**src/rtl/dac_channel_scheduler.sv**
```systemverilog
// Round-robin scheduler that feeds one pending 12-bit value per channel to the SPI DAC wrapper.
// Performs exactly one wrapper transaction per grant and abandons a stalled frame after TIMEOUT cycles.
module dac_channel_scheduler #(
  parameter int         NCH     = 4,
  parameter logic [3:0] CMD     = 4'h3,
  parameter int         TIMEOUT = 4095
) (
  input  logic              CLK50MHZ,
  input  logic              RST,
  input  logic [NCH-1:0]    wr,
  input  logic [NCH*12-1:0] wdata,
  output logic [NCH-1:0]    pending,
  output logic [NCH-1:0]    done_ch,
  output logic              busy,
  output logic              timeout_err,
  input  logic              err_clr,
  output logic [11:0]       data,
  output logic [3:0]        address,
  output logic [3:0]        command,
  output logic              dactrig,
  input  logic              dacdone,
  output logic [1:0]        state_dbg,
  output logic [3:0]        rr_ptr_dbg
);

  // Wrapper handshake: dactrig is a 1-cycle start pulse issued only when dacdone is high;
  // dacdone falls while the frame shifts and rises again when the frame is complete.
  // data/address/command are held stable from the start pulse until the frame ends.

  typedef enum logic [1:0] {
    IDLE      = 2'd0,
    ISSUE     = 2'd1,
    WAIT_BUSY = 2'd2,
    WAIT_DONE = 2'd3
  } state_t;

  localparam int PW = (NCH > 1) ? $clog2(NCH) : 1;
  localparam int CW = $clog2(TIMEOUT + 1);
  localparam logic [CW-1:0] CNT_LAST = CW'(TIMEOUT - 1);

  state_t         state, state_n;
  logic [NCH-1:0] pend;
  logic [11:0]    val [NCH];
  logic [3:0]     rr_ptr;
  logic [CW-1:0]  cnt;
  logic [3:0]     gnt_sel;
  logic           gnt_any;
  logic [4:0]     scan;
  logic           do_grant, do_done, do_timeout;
  logic           timeout_hit;

  assign timeout_hit = (cnt >= CNT_LAST);

  // First pending channel at or after rr_ptr, wrapping modulo NCH.
  always_comb begin
    gnt_any = 1'b0;
    gnt_sel = '0;
    scan    = '0;
    for (int k = 0; k < NCH; k++) begin
      scan = {1'b0, rr_ptr} + 5'(k);
      if (scan >= 5'(NCH)) scan = scan - 5'(NCH);
      if (!gnt_any && pend[scan[PW-1:0]]) begin
        gnt_any = 1'b1;
        gnt_sel = scan[3:0];
      end
    end
  end

  always_ff @(posedge CLK50MHZ) begin
    if (!RST) state <= IDLE;
    else      state <= state_n;
  end

  always_comb begin
    state_n    = state;
    do_grant   = 1'b0;
    do_done    = 1'b0;
    do_timeout = 1'b0;
    case (state)
      IDLE: begin
        if (gnt_any && dacdone) begin
          do_grant = 1'b1;
          state_n  = ISSUE;
        end
      end
      ISSUE: state_n = WAIT_BUSY;
      WAIT_BUSY: begin
        // Timeout is checked first so the counter can never step past its limit.
        if (timeout_hit) begin
          do_timeout = 1'b1;
          state_n    = IDLE;
        end else if (!dacdone) begin
          state_n = WAIT_DONE;
        end
      end
      WAIT_DONE: begin
        if (dacdone) begin
          do_done = 1'b1;
          state_n = IDLE;
        end else if (timeout_hit) begin
          do_timeout = 1'b1;
          state_n    = IDLE;
        end
      end
      default: state_n = IDLE;
    endcase
  end

  always_ff @(posedge CLK50MHZ) begin
    if (!RST) begin
      pend        <= '0;
      data        <= '0;
      address     <= '0;
      command     <= CMD;
      done_ch     <= '0;
      timeout_err <= 1'b0;
      rr_ptr      <= '0;
      cnt         <= '0;
      for (int i = 0; i < NCH; i++) val[i] <= '0;
    end else begin
      done_ch <= '0;
      if (do_grant) begin
        data    <= val[gnt_sel[PW-1:0]];
        address <= gnt_sel;
        command <= CMD;
        cnt     <= '0;
      end else if (state != IDLE) begin
        cnt <= cnt + 1'b1;
      end
      // A completed or timed-out grant both advance the pointer; a timed-out value is dropped.
      if (do_done || do_timeout)
        rr_ptr <= (address == 4'(NCH - 1)) ? 4'd0 : address + 4'd1;
      if (do_done)
        done_ch <= NCH'(1) << address;
      if (do_timeout)   timeout_err <= 1'b1;
      else if (err_clr) timeout_err <= 1'b0;
      // A write landing on the grant edge keeps the channel pending with its new value.
      for (int i = 0; i < NCH; i++) begin
        if (wr[i]) begin
          pend[i] <= 1'b1;
          val[i]  <= wdata[12*i +: 12];
        end else if (do_grant && gnt_sel == 4'(i)) begin
          pend[i] <= 1'b0;
        end
      end
    end
  end

  assign pending    = pend;
  assign busy       = (state != IDLE);
  assign dactrig    = (state == ISSUE);
  assign state_dbg  = state;
  assign rr_ptr_dbg = rr_ptr;

endmodule

```
**config.mk**
```make
export PLATFORM = sky130hd
export DESIGN_NAME = dac_channel_scheduler
export DESIGN_NICKNAME = d
export VERILOG_FILES = /design/src/rtl/dac_channel_scheduler.sv
export SDC_FILE = /design/constraint.sdc
export NUM_CORES = 1
export LEC_CHECK = 0
export BUFFER_PORTS_ARGS = -buffer_cell sky130_fd_sc_hd__buf_2
export CAP_MARGIN = 20
export CORE_UTILIZATION = 60
export CTS_CLUSTER_DIAMETER = 200
export DETAILED_ROUTE_END_ITERATION = 10
export PLACE_DENSITY = 0.95
export SYNTH_ARGS = -nofsm -noshare
export SYNTH_HDL_FRONTEND = slang
export SYNTH_SLANG_ARGS = --single-unit
```
**constraint.sdc**
```tcl
create_clock -name CLK50MHZ -period 5.3 [get_ports CLK50MHZ]
set_input_delay 0 -clock CLK50MHZ [delete_from_list [all_inputs] [get_ports CLK50MHZ]]
set_output_delay 0 -clock CLK50MHZ [all_outputs]
set_load 0.03 [all_outputs]
```
==> results of run 1 <==
==> state kept, by name, summed over array words and instances (netlist names) <==
signal       flops
rr_ptr_dbg       4
done_ch          4
timeout_err      1
cnt             12
address          4
data            12
pending          4
val             48
state_dbg        2
==> synth_stat cells (11+ instances only) <==
master,n
ha_1,15
nor2_1,29
and3_1,52
dfxtp_1,43
buf_2,13
nand2_1,28
edfxtp_1,48
nand4_1,13
inv_1,12
o221ai_1,39
a21oi_1,13
clkbuf_1,19
o21ai_0,11
==> how the worst max path moves through the flow <==
stage                  startpoint  cells after the start      end
finish              rr_ptr_dbg[1]                      9  data[3]
global route        rr_ptr_dbg[1]                      9  data[4]
CTS                 rr_ptr_dbg[1]                      9  data[3]
detailed placement  rr_ptr_dbg[1]                      9  data[3]
global placement    rr_ptr_dbg[1]                      9  data[3]
floorplan           rr_ptr_dbg[0]                     11  data[3]
==> worst max-delay path, delay by kind of cell, from the launching register on <==
kind	cells	cell delay (ns)
compound gates	3	0.51
fa+ha+maj	1	0.46
buf+inv	2	0.60
flops	1	0.74
mux	1	0.35
simple gates	2	0.89
==> area by class of cell <==
cell class                 count  area (um^2)
inverter                      13         48.8
timing repair buffer         141          961
clock buffer                  11          141
sequential                    91         2300
tap                          102          128
fill                         479         1800
multi-input combinational    339         2450
clock inverter                 5         52.6
==> cells by family (layout without fill, tap and decap cells) <==
kind of cell             after synthesis  in the layout  synth area share [%]
other                                  2              4                 0.150
XOR/XNOR                              16             16                  2.80
flip-flops                            91             91                  46.0
multiplexers                           9              9                  2.85
AO/OA/AOI/OAI                        120            120                  19.1
AND/OR/NAND/NOR                      175            175                  20.2
adder cells (fa/ha/maj)               15             15                  3.75
buffers and inverters                 53            170                  5.20
==> per-layer routing <==
layer | share of wire [%] | GRT usage (%) | up-vias | wire length (um)
met1 | 37 | 44.1 | 2247 | 5430
met3 | 9.7 | 7.97 | 91 | 1420
li1 | - | - | 2070 | -
met2 | 47 | 55.7 | 402 | 6890
met4 | 5.5 | 18.6 | 0 | 804
met5 | 0 | 0 | - | 0
==> per-stage QoR <==
step	hold WS, ns	cell area, um^2	util, %
final	0.0279	6080	77.1
after global routing	0.00322	6080	77.1
after CTS	0.00887	6080	77.1
after detailed placement	0.304	5400	68.5
after global placement	0.296	5400	68.5
after floorplan	0.171	5010	-
==> repair_timing <==
item                                    in CTS  in global routing
setup buffers                                0                  0
endpoints found under the hold margin       49                  0
hold buffers                                49                  0
endpoints found under the setup margin       0                  0
==> placed cells by master (no fill, tap or decap), drive strengths merged, types with 10 or more instances in the layout <==
cell	n
buf	92
and3	53
dlygate4sd3	49
edfxtp	48
dfxtp	43
o221ai	39
nor2	30
nand2	29
ha	15
nand4	14
a21oi	13
o21ai	13
inv	12
clkbuf	11
nand2b	10
==> power by group through the flow <==
stage | Clock [mW] | Combinational, mW | Sequential [mW]
3_5_place_dp | 0 | 0.289 | 0.857
4_1_cts | 0.467 | 0.319 | 0.841
2_1_floorplan | 0 | 0.184 | 0.877
3_3_place_gp | 0 | 0.277 | 0.852
5_1_grt | 0.509 | 0.353 | 0.851
6_report | 0.481 | 0.334 | 0.847
==> qor.yml, run 1 <==
timing_hold_violations_final: 0
synth_area_leaders: "edfxtp_1 29%, dfxtp_1 17%, o221ai_1 6.8%, and3_1 6.5%, ha_1 3.8%"
tightest_slew_ns: 1.02
first_pass_iters: 8
crit_path_start_kind: "register"
path_cells: "inv_1 -> ha_1 -> mux4_2 -> nor2b_1 -> nor2_2 -> buf_4 -> o221ai_1 -> o21a_1 -> o2111ai_1"
grt_pass1_wl_mm: 23.2
seqPwrFrac_pct: 51.0
arrival_ns: 3.91
fin_setup_tns_ns: 0
grt_max_degree: 66
die_area_um2: 8710
cts.sinks: 91
power.total_mw: 1.66
portBuffers: 88
pre_cts_ws_ns: 1.83
start_util_pct: 63.4
p_sw_share_pct: 30.7
ys_ff_latch: 91
async_reset_ff_share_pct: 0
netlist_area_um2: 5000
crit_slowest_cell: "nor2_2"
rsz0062_at_grt: "no"
endpoint_kind: "register"
synth_top_area_share_pct: 28.8
synth_cell_type_count: 69
cts_tree: "yes"
htree_levels: 3
p_leak_nw: 2.56
yosysWarnings: 0
gp_congestion: 0.872
clock.fmax_ghz: 0.276
path_clk_slew_ns: 0.10
critPathMaxFanout: 25
slowest_delay_ns: 0.76
dr.first_iter.drc_count: 605
syn_area_per_cell_um2: 10.4
slew_headroom_pct: 32.1
syn2layout_area_growth_pct: 21.6
via_per_inst: 6.85
timing.rr.end: "data[3]"
drive_gt1_share_pct: 21.7
dp_cells: 637
ff2ff_setup_slack_ns: 1.68
clock_path_buffers: 2
grt_overflow: 0
setup_slack_ns: 1.68
synth-seq-area-share_pct: 46.0
whs_path_depth: 2
fp.dieH_um: 93.3
p_switching_mw: 0.510
synth_edf_count: 48
p_clk_share_pct: 28.9
grt.total_usage_pct: 34.9
status: "completed"
cts_root_buf: "clkbuf_8"
core.rowCount: 32
ff2ff_path_depth: 9
power.internal_mw: 1.15
whs_endpoint: "val[1][7]"
drc: 0
drv_cap: 0
routed_wl_mm: 14.5
cp.required_ns: 5.59
comb_power_share_pct: 20.1
min_period_over_period_pct: 68.3
powerDensity_nw_per_um2: 273
grt_pass1_vias: 4611
setup_violations: 0
cts_resized: 0
ant_nets: 0
dp_hpwl_mm: 8.53
cts_made_buffers: 9
worstHoldStart: "wdata[19]"
antenna_cells: 0
drt-wirelength-per-cell_um: 20.7
drv_slew: 0
fin_skew_ns: 0.0198
reg2reg_from: "rr_ptr_dbg[1]"
ys.flop_type: "edfxtp_1"
vias: 4810
clk-insertion-delay-late_ns: 0.37
num_io_pins: 93
synthCells: 481
synth_area_leader_cell: "edfxtp_1"
min_path_type: "in2reg"
fin_crit_ns: 3.62
peakVddDrop_v: 0.000206
coreArea_um2: 7890
fin_cells: 702
critical_path_class: "reg2reg"
final_nets: 666
antenna_found_initial: 0
die_w_um: 93.3
(Power assumes the default switching activity.)
==> inputs of run 2 (changes only) <==
--- a/config.mk
+++ b/config.mk
@@ -7,10 +7,10 @@
 export LEC_CHECK = 0
 export BUFFER_PORTS_ARGS = -buffer_cell sky130_fd_sc_hd__buf_2
 export CAP_MARGIN = 20
-export CORE_UTILIZATION = 60
+export CORE_UTILIZATION = 56
 export CTS_CLUSTER_DIAMETER = 200
 export DETAILED_ROUTE_END_ITERATION = 10
-export PLACE_DENSITY = 0.95
+export PLACE_DENSITY = 0.9
 export SYNTH_ARGS = -nofsm -noshare
 export SYNTH_HDL_FRONTEND = slang
 export SYNTH_SLANG_ARGS = --single-unit
==> constraint.sdc (replaced) <==
create_clock -name CLK50MHZ -period 3.62 [get_ports CLK50MHZ]
set_input_delay 0 -clock CLK50MHZ [delete_from_list [all_inputs] [get_ports CLK50MHZ]]
set_output_delay 0 -clock CLK50MHZ [all_outputs]
set_load 0.03 [all_outputs]
==> run 2 against run 1 <==
Compared with the run above: clock skew down 0.0089 ns; global-route usage shrank 5.8 points; utilization fell by 6.6 points; critical path depth is 1 lower; combinational power grew 44%; sequential power grew 45%; sequential share of layout area shrank 0.24 points.
==> qor.yml, run 2 (synthesis gave the netlist of run 1 again) <==
final_area_um2: 6120  # +0.64%
whs_ns: 0.0110  # -0.0169 ns
p_leak_nw: 2.57  # +0.62%
htree_levels: 3  # unchanged
use_met3_pct: 4.77  # -3.2 points
routed_wl_mm: 13.1  # -9.8%
power.total_mw: 2.39  # +44%
reg2reg_from: "rr_ptr_dbg[1]"
whs_path_depth: 2  # unchanged
gp_congestion: 0.912  # +4.5%
arrival_ns: 3.42  # -0.49 ns
powerDensity_nw_per_um2: 390  # +43%
critPathMaxFanout: 25  # unchanged
rsz0062_at_grt: "no"
clock_path_buffers: 2  # unchanged
multi_input_area_um2: 2450  # unchanged
slew_headroom_pct: 34.6  # +2.5 points
status: "completed"
worstHoldStart: "wdata[23]"
grt_most_used_layer: "met2"
timing_hold_violations_final: 0  # unchanged
cp.required_ns: 3.90  # -1.69 ns
die_area_um2: 9320  # +7.0%
syn2layout_area_growth_pct: 22.4
cts.sinks: 91  # unchanged
grt_use_met1_pct: 37.7  # -6.4 points
vias: 4599  # -4.4%
coreArea_um2: 8680  # +10%
grt.total_usage_pct: 29.1  # -5.8 points
grt_pass1_vias: 4278  # -7.2%
p_switching_mw: 0.721  # +41%
top_regs: "val x48, cnt x12, data x12"
min_period_over_period_pct: 86.8  # +19 points
endpoint_kind: "register"
cts_made_buffers: 9  # unchanged
peakVddDrop_v: 0.000220  # +7.0%
tightest_slew_ns: 0.980  # -0.0390 ns
die_w_um: 96.5  # +3.4%
fp.dieH_um: 96.5  # +3.4%
fill_cells: 611  # +28%
clk-insertion-delay-late_ns: 0.36  # about the same
final_common_cell: "buf_2"
dp_cells: 647  # +1.6%
drive_gt1_share_pct: 22.4  # +0.68 points
whs_endpoint: "val[1][11]"
portBuffers: 88  # unchanged
dpl_cell_area_um2: 5440  # +0.65%
clock.fmax_ghz: 0.318  # +15%
core.rowCount: 34  # +6.3%
drc: 0  # unchanged
antenna_found_initial: 1  # +1
p_sw_share_pct: 30.2  # -0.51 points
largest_reg_flops: 48  # unchanged
cts_tree: "yes"
cts_resized: 0  # unchanged
utilization_pct: 70.6  # -6.6 points
seqPwrFrac_pct: 51.6  # +0.6 points
regMostFlops: "val"
setup_slack_ns: 0.476  # -1.20 ns
fin_skew_ns: 0.0109  # -0.00890 ns
crit_path_start_kind: "register"
first_pass_iters: 5  # -3
min_path_type: "in2reg"
timing.rr.end: "data[5]"
drt-wirelength-per-cell_um: 18.4  # -11%
pre_cts_ws_ns: 0.599  # -1.23 ns
final_nets: 670  # +0.60%
most-common-layout-cells: "89 x buf_2, 52 x and3_1, 49 x dlygate4sd3_1, 48 x edfxtp_1, 43 x dfxtp_1"
comb_power_share_pct: 20.1  # about the same
fin_setup_tns_ns: 0  # unchanged
path_clk_slew_ns: 0.09  # about the same
fin_cells: 714  # +1.7%
ff2ff_path_depth: 8  # -1
ff2ff_setup_slack_ns: 0.48  # -1.20 ns
grt_max_degree: 60  # -9.1%
drv_cap: 0  # unchanged
critical_path_class: "reg2reg"
grt_util_met2_pct: 47.5  # -8.2 points
grt_pass1_wl_mm: 20.6  # -11%
start_util_pct: 57.7  # -5.8 points
ff_latch_area_um2: 2300  # unchanged
fin_crit_ns: 3.14  # -0.477 ns
dp_hpwl_mm: 8.48  # -0.58%
ant_nets: 0  # unchanged
grt_overflow: 0  # unchanged
num_io_pins: 93  # unchanged
drv_slew: 0  # unchanged
cts_root_buf: "clkbuf_8"
setup_violations: 0  # unchanged
dr.first_iter.drc_count: 537  # -11%
via_per_inst: 6.44  # -6.0%
p_clk_share_pct: 28.3  # -0.6 points
power.internal_mw: 1.67  # +45%
run 2: per-layer routing:
metal	vias to the layer above	wire length, um	part of all wire, %
met5	-	0	0
met1	2158	5170	39
met3	61	1010	7.7
met2	295	6470	49
li1	2085	-	-
met4	0	466	3.6
run 2: worst max-delay path: stages, from the launching register on:
cell	delay (ns)
dfxtp_1	0.34
buf_4	0.24
mux4_2	0.59
nor2b_1	0.22
nor2_2	0.77
buf_4	0.41
o221ai_1	0.17
o21a_1	0.15
o211ai_1	0.16
run 2: final cells by class:
class,count,area share (%)
multi-input combinational,339,40.0
sequential,91,37.6
timing repair buffer,145,16.1
tap,108,2.21
clock buffer,9,2.02
clock inverter,7,1.12
inverter,13,0.797
antenna,2,0.0817
run 2: worst max path at each step:
stage	startpoint	to	slack, ns	depth (start not counted)
floorplan	rr_ptr_dbg[0]	data[3]	0.33	11
global placement	rr_ptr_dbg[0]	data[6]	0.72	8
detailed placement	rr_ptr_dbg[1]	data[3]	0.60	8
CTS	rr_ptr_dbg[1]	data[3]	0.57	8
global route	rr_ptr_dbg[0]	data[5]	0.26	8
finish	rr_ptr_dbg[1]	data[5]	0.48	8
run 2: timing repair:
action / in CTS / in global routing
hold buffers: 48 / 1
endpoints found under the hold margin: 50 / 1
setup buffers: 0 / 0
run 2: power by group through the flow:
stage | registers, mW | clock network (mW) | logic [mW]
after floorplan | 1.28 | 0 | 0.269
after global placement | 1.24 | 0 | 0.410
after detailed placement | 1.25 | 0 | 0.426
after CTS | 1.23 | 0.683 | 0.468
after global routing | 1.24 | 0.723 | 0.517
final | 1.23 | 0.675 | 0.480
==> inputs of run 3 (changes only) <==
--- a/config.mk
+++ b/config.mk
@@ -7,10 +7,12 @@
 export LEC_CHECK = 0
 export BUFFER_PORTS_ARGS = -buffer_cell sky130_fd_sc_hd__buf_2
 export CAP_MARGIN = 20
-export CORE_UTILIZATION = 56
+export CELL_PAD_IN_SITES_DETAIL_PLACEMENT = 0
+export CELL_PAD_IN_SITES_GLOBAL_PLACEMENT = 2
+export CORE_UTILIZATION = 35
 export CTS_CLUSTER_DIAMETER = 200
 export DETAILED_ROUTE_END_ITERATION = 10
-export PLACE_DENSITY = 0.9
+export PLACE_DENSITY_LB_ADDON = 0.12
 export SYNTH_ARGS = -nofsm -noshare
 export SYNTH_HDL_FRONTEND = slang
 export SYNTH_SLANG_ARGS = --single-unit
==> run 3 against run 2 <==
Compared with the run above: worst hold slack gained 0.0028 ns; combinational power fell by 0.8%; via count down 8.0%; critical endpoint is now data[4]; highest routed layer unchanged.
==> qor.yml, run 3 (synthesis gave the netlist of run 1 again) <==
status: "completed"
arrival_ns: 3.14  # -0.28 ns
min_path_type: "in2reg"
critPathMaxFanout: 30  # +20%
endpoint: "data[4]"
largest_reg_flops: 48  # unchanged
grt.total_usage_pct: 18.5  # -11 points
antenna_found_initial: 0  # -1
coreArea_um2: 13900  # +61%
peakVddDrop_v: 0.000437  # +99%
rsz0062_at_grt: "no"
drive_gt1_share_pct: 22.4  # +0.037 points
cts_setup_buffers: 0  # unchanged
timing.rr.end: "data[4]"
antenna_cells: 0  # -2
via_per_inst: 5.40  # -16%
drv_cap: 0  # unchanged
path_clk_slew_ns: 0.07  # -0.02 ns
start_util_pct: 35.9  # -22 points
cp-startpoint: "rr_ptr_dbg[0]"
critical_path_class: "reg2reg"
final_common_cell: "buf_2"
core.rowCount: 43  # +26%
portBuffers: 88  # unchanged
clock.fmax_ghz: 0.343  # +7.9%
powerDensity_nw_per_um2: 413  # +5.9%
min_period_over_period_pct: 80.5  # -6.4 points
grt_pass1_wl_mm: 20.8  # +0.97%
ff2ff_path_depth: 8  # unchanged
slew_headroom_pct: 39.4  # +4.8 points
setup_violations: 0  # unchanged
die_area_um2: 14800  # +59%
final_nets: 669  # -0.15%
routed_wl_mm: 13.1  # +0.23%
dr.first_iter.drc_count: 289  # -46%
most-common-layout-cells: "88 x buf_2, 52 x and3_1, 48 x dlygate4sd3_1, 48 x edfxtp_1, 43 x dfxtp_1"
top_regs: "val x48, cnt x12, data x12"
grt_pass1_vias: 3985  # -6.8%
cts_tree: "yes"
reg2reg_from: "rr_ptr_dbg[0]"
fp.dieH_um: 122  # +26%
path_cells: "buf_4 -> buf_4 -> mux4_2 -> or4_4 -> nand4_2 -> o21bai_2 -> o2bb2a_1 -> o211ai_1"
crit_path_start_kind: "register"
fin_crit_ns: 2.91  # -0.230 ns
clock_path_buffers: 2  # unchanged
dp_hpwl_mm: 8.89  # +4.8%
vias: 4230  # -8.0%
first_pass_iters: 4  # -1
endpoint_kind: "register"
cts.sinks: 91  # unchanged
tightest_slew_ns: 0.902  # -0.0781 ns
power.total_mw: 2.60  # +8.7%
cts_made_buffers: 9  # unchanged
clk-insertion-delay-late_ns: 0.35  # about the same
ant_nets: 0  # unchanged
crit_slowest_cell: "mux4_2"
ff2ff_setup_slack_ns: 0.71  # +0.23 ns
path_depth: 8  # unchanged
cp.required_ns: 3.85  # -0.05 ns
num_io_pins: 93  # unchanged
p_leak_nw: 2.61  # +1.3%
syn2layout_area_growth_pct: 25.7
grt_overflow: 0  # unchanged
die_w_um: 122  # +26%
gp_congestion: 0.783  # -14%
crit_family: "compound AO/OA/AOI/OAI gates"
drt-wirelength-per-cell_um: 16.8  # -8.6%
cts_root_buf: "clkbuf_16"
timing_hold_violations_final: 0  # unchanged
fin_skew_ns: 0.00593  # -0.00497 ns
grt_max_degree: 58  # -3.3%
fin_setup_tns_ns: 0  # unchanged
htree_levels: 3  # unchanged
drv_slew: 0  # unchanged
regMostFlops: "val"
slowest_delay_ns: 0.57  # -0.20 ns
holdBufCountCts: 48  # unchanged
cts_resized: 0  # unchanged
drc: 0  # unchanged
timing.critical_path.buf_inv: 2  # unchanged
cp_common_cell: "buf_4"
## run 3: cell count changes in the layout (fill, tap and decap cells not counted)
cell,delta
clkbuf_16,+9
clkbuf_8,-9
diode_2,-2
buf_2,-1
buf_4,+1
bufinv_16,-1
clkbuf_1,+1
clkinv_1,-1
clkinv_2,-1
dlygate4sd3_1,-1
inv_6,+1
inv_8,+1
## run 3: routing by layer
| metal | vias up | share of wire, % | wire length (um) | global-route usage [%] |
|---|---|---|---|---|
| li1 | 2088 | - | - | - |
| met1 | 2054 | 49 | 6440 | 24.9 |
| met2 | 80 | 47 | 6110 | 30.1 |
| met3 | 8 | 3.7 | 489 | 4.73 |
| met4 | 0 | 0.72 | 95 | 3.94 |
| met5 | - | 0 | 0 | 0 |
## run 3: worst min-delay path by stage
stage               slack, ns       from  cells past startpoint          end
detailed placement       0.31    err_clr                      4  timeout_err
global placement         0.30    err_clr                      4  timeout_err
floorplan                0.17      wr[1]                      2   pending[1]
global route             0.01  wdata[10]                      2   val[0][10]
CTS                      0.01  wdata[10]                      2   val[0][10]
finish                   0.01  wdata[12]                      2    val[1][0]
## run 3: through the flow
stage / hold WS [ns] / std cells / instance area (um^2) / util [%] / worst slack, ns
floorplan: 0.171 / 483 / 5010 / - / 0.325
global placement: 0.296 / 719 / 5530 / 39.7 / 0.758
global route: 0.00998 / 783 / 6290 / 45.1 / 0.533
detailed placement: 0.308 / 719 / 5530 / 39.7 / 0.723
finish: 0.0138 / 783 / 6290 / 45.1 / 0.706
CTS: 0.00995 / 783 / 6290 / 45.1 / 0.701
## run 3: area by class of cell
type                    instances  area, um^2
clock buffers                  10         229
clock inverters                 6        50.0
fillers                      1340        7650
inverters                      13        48.8
multi-input cells             339        2450
flip-flops and latches         91        2300
well taps                     180         225
repair buffers                144         981
## run 3: report_power, final
part	leakage, nW	internal, mW	total (mW)	switching, mW
clock	0.135	0.474	0.891	0.417
combinational	1.61	0.184	0.476	0.292
sequential	0.866	1.17	1.23	0.0637
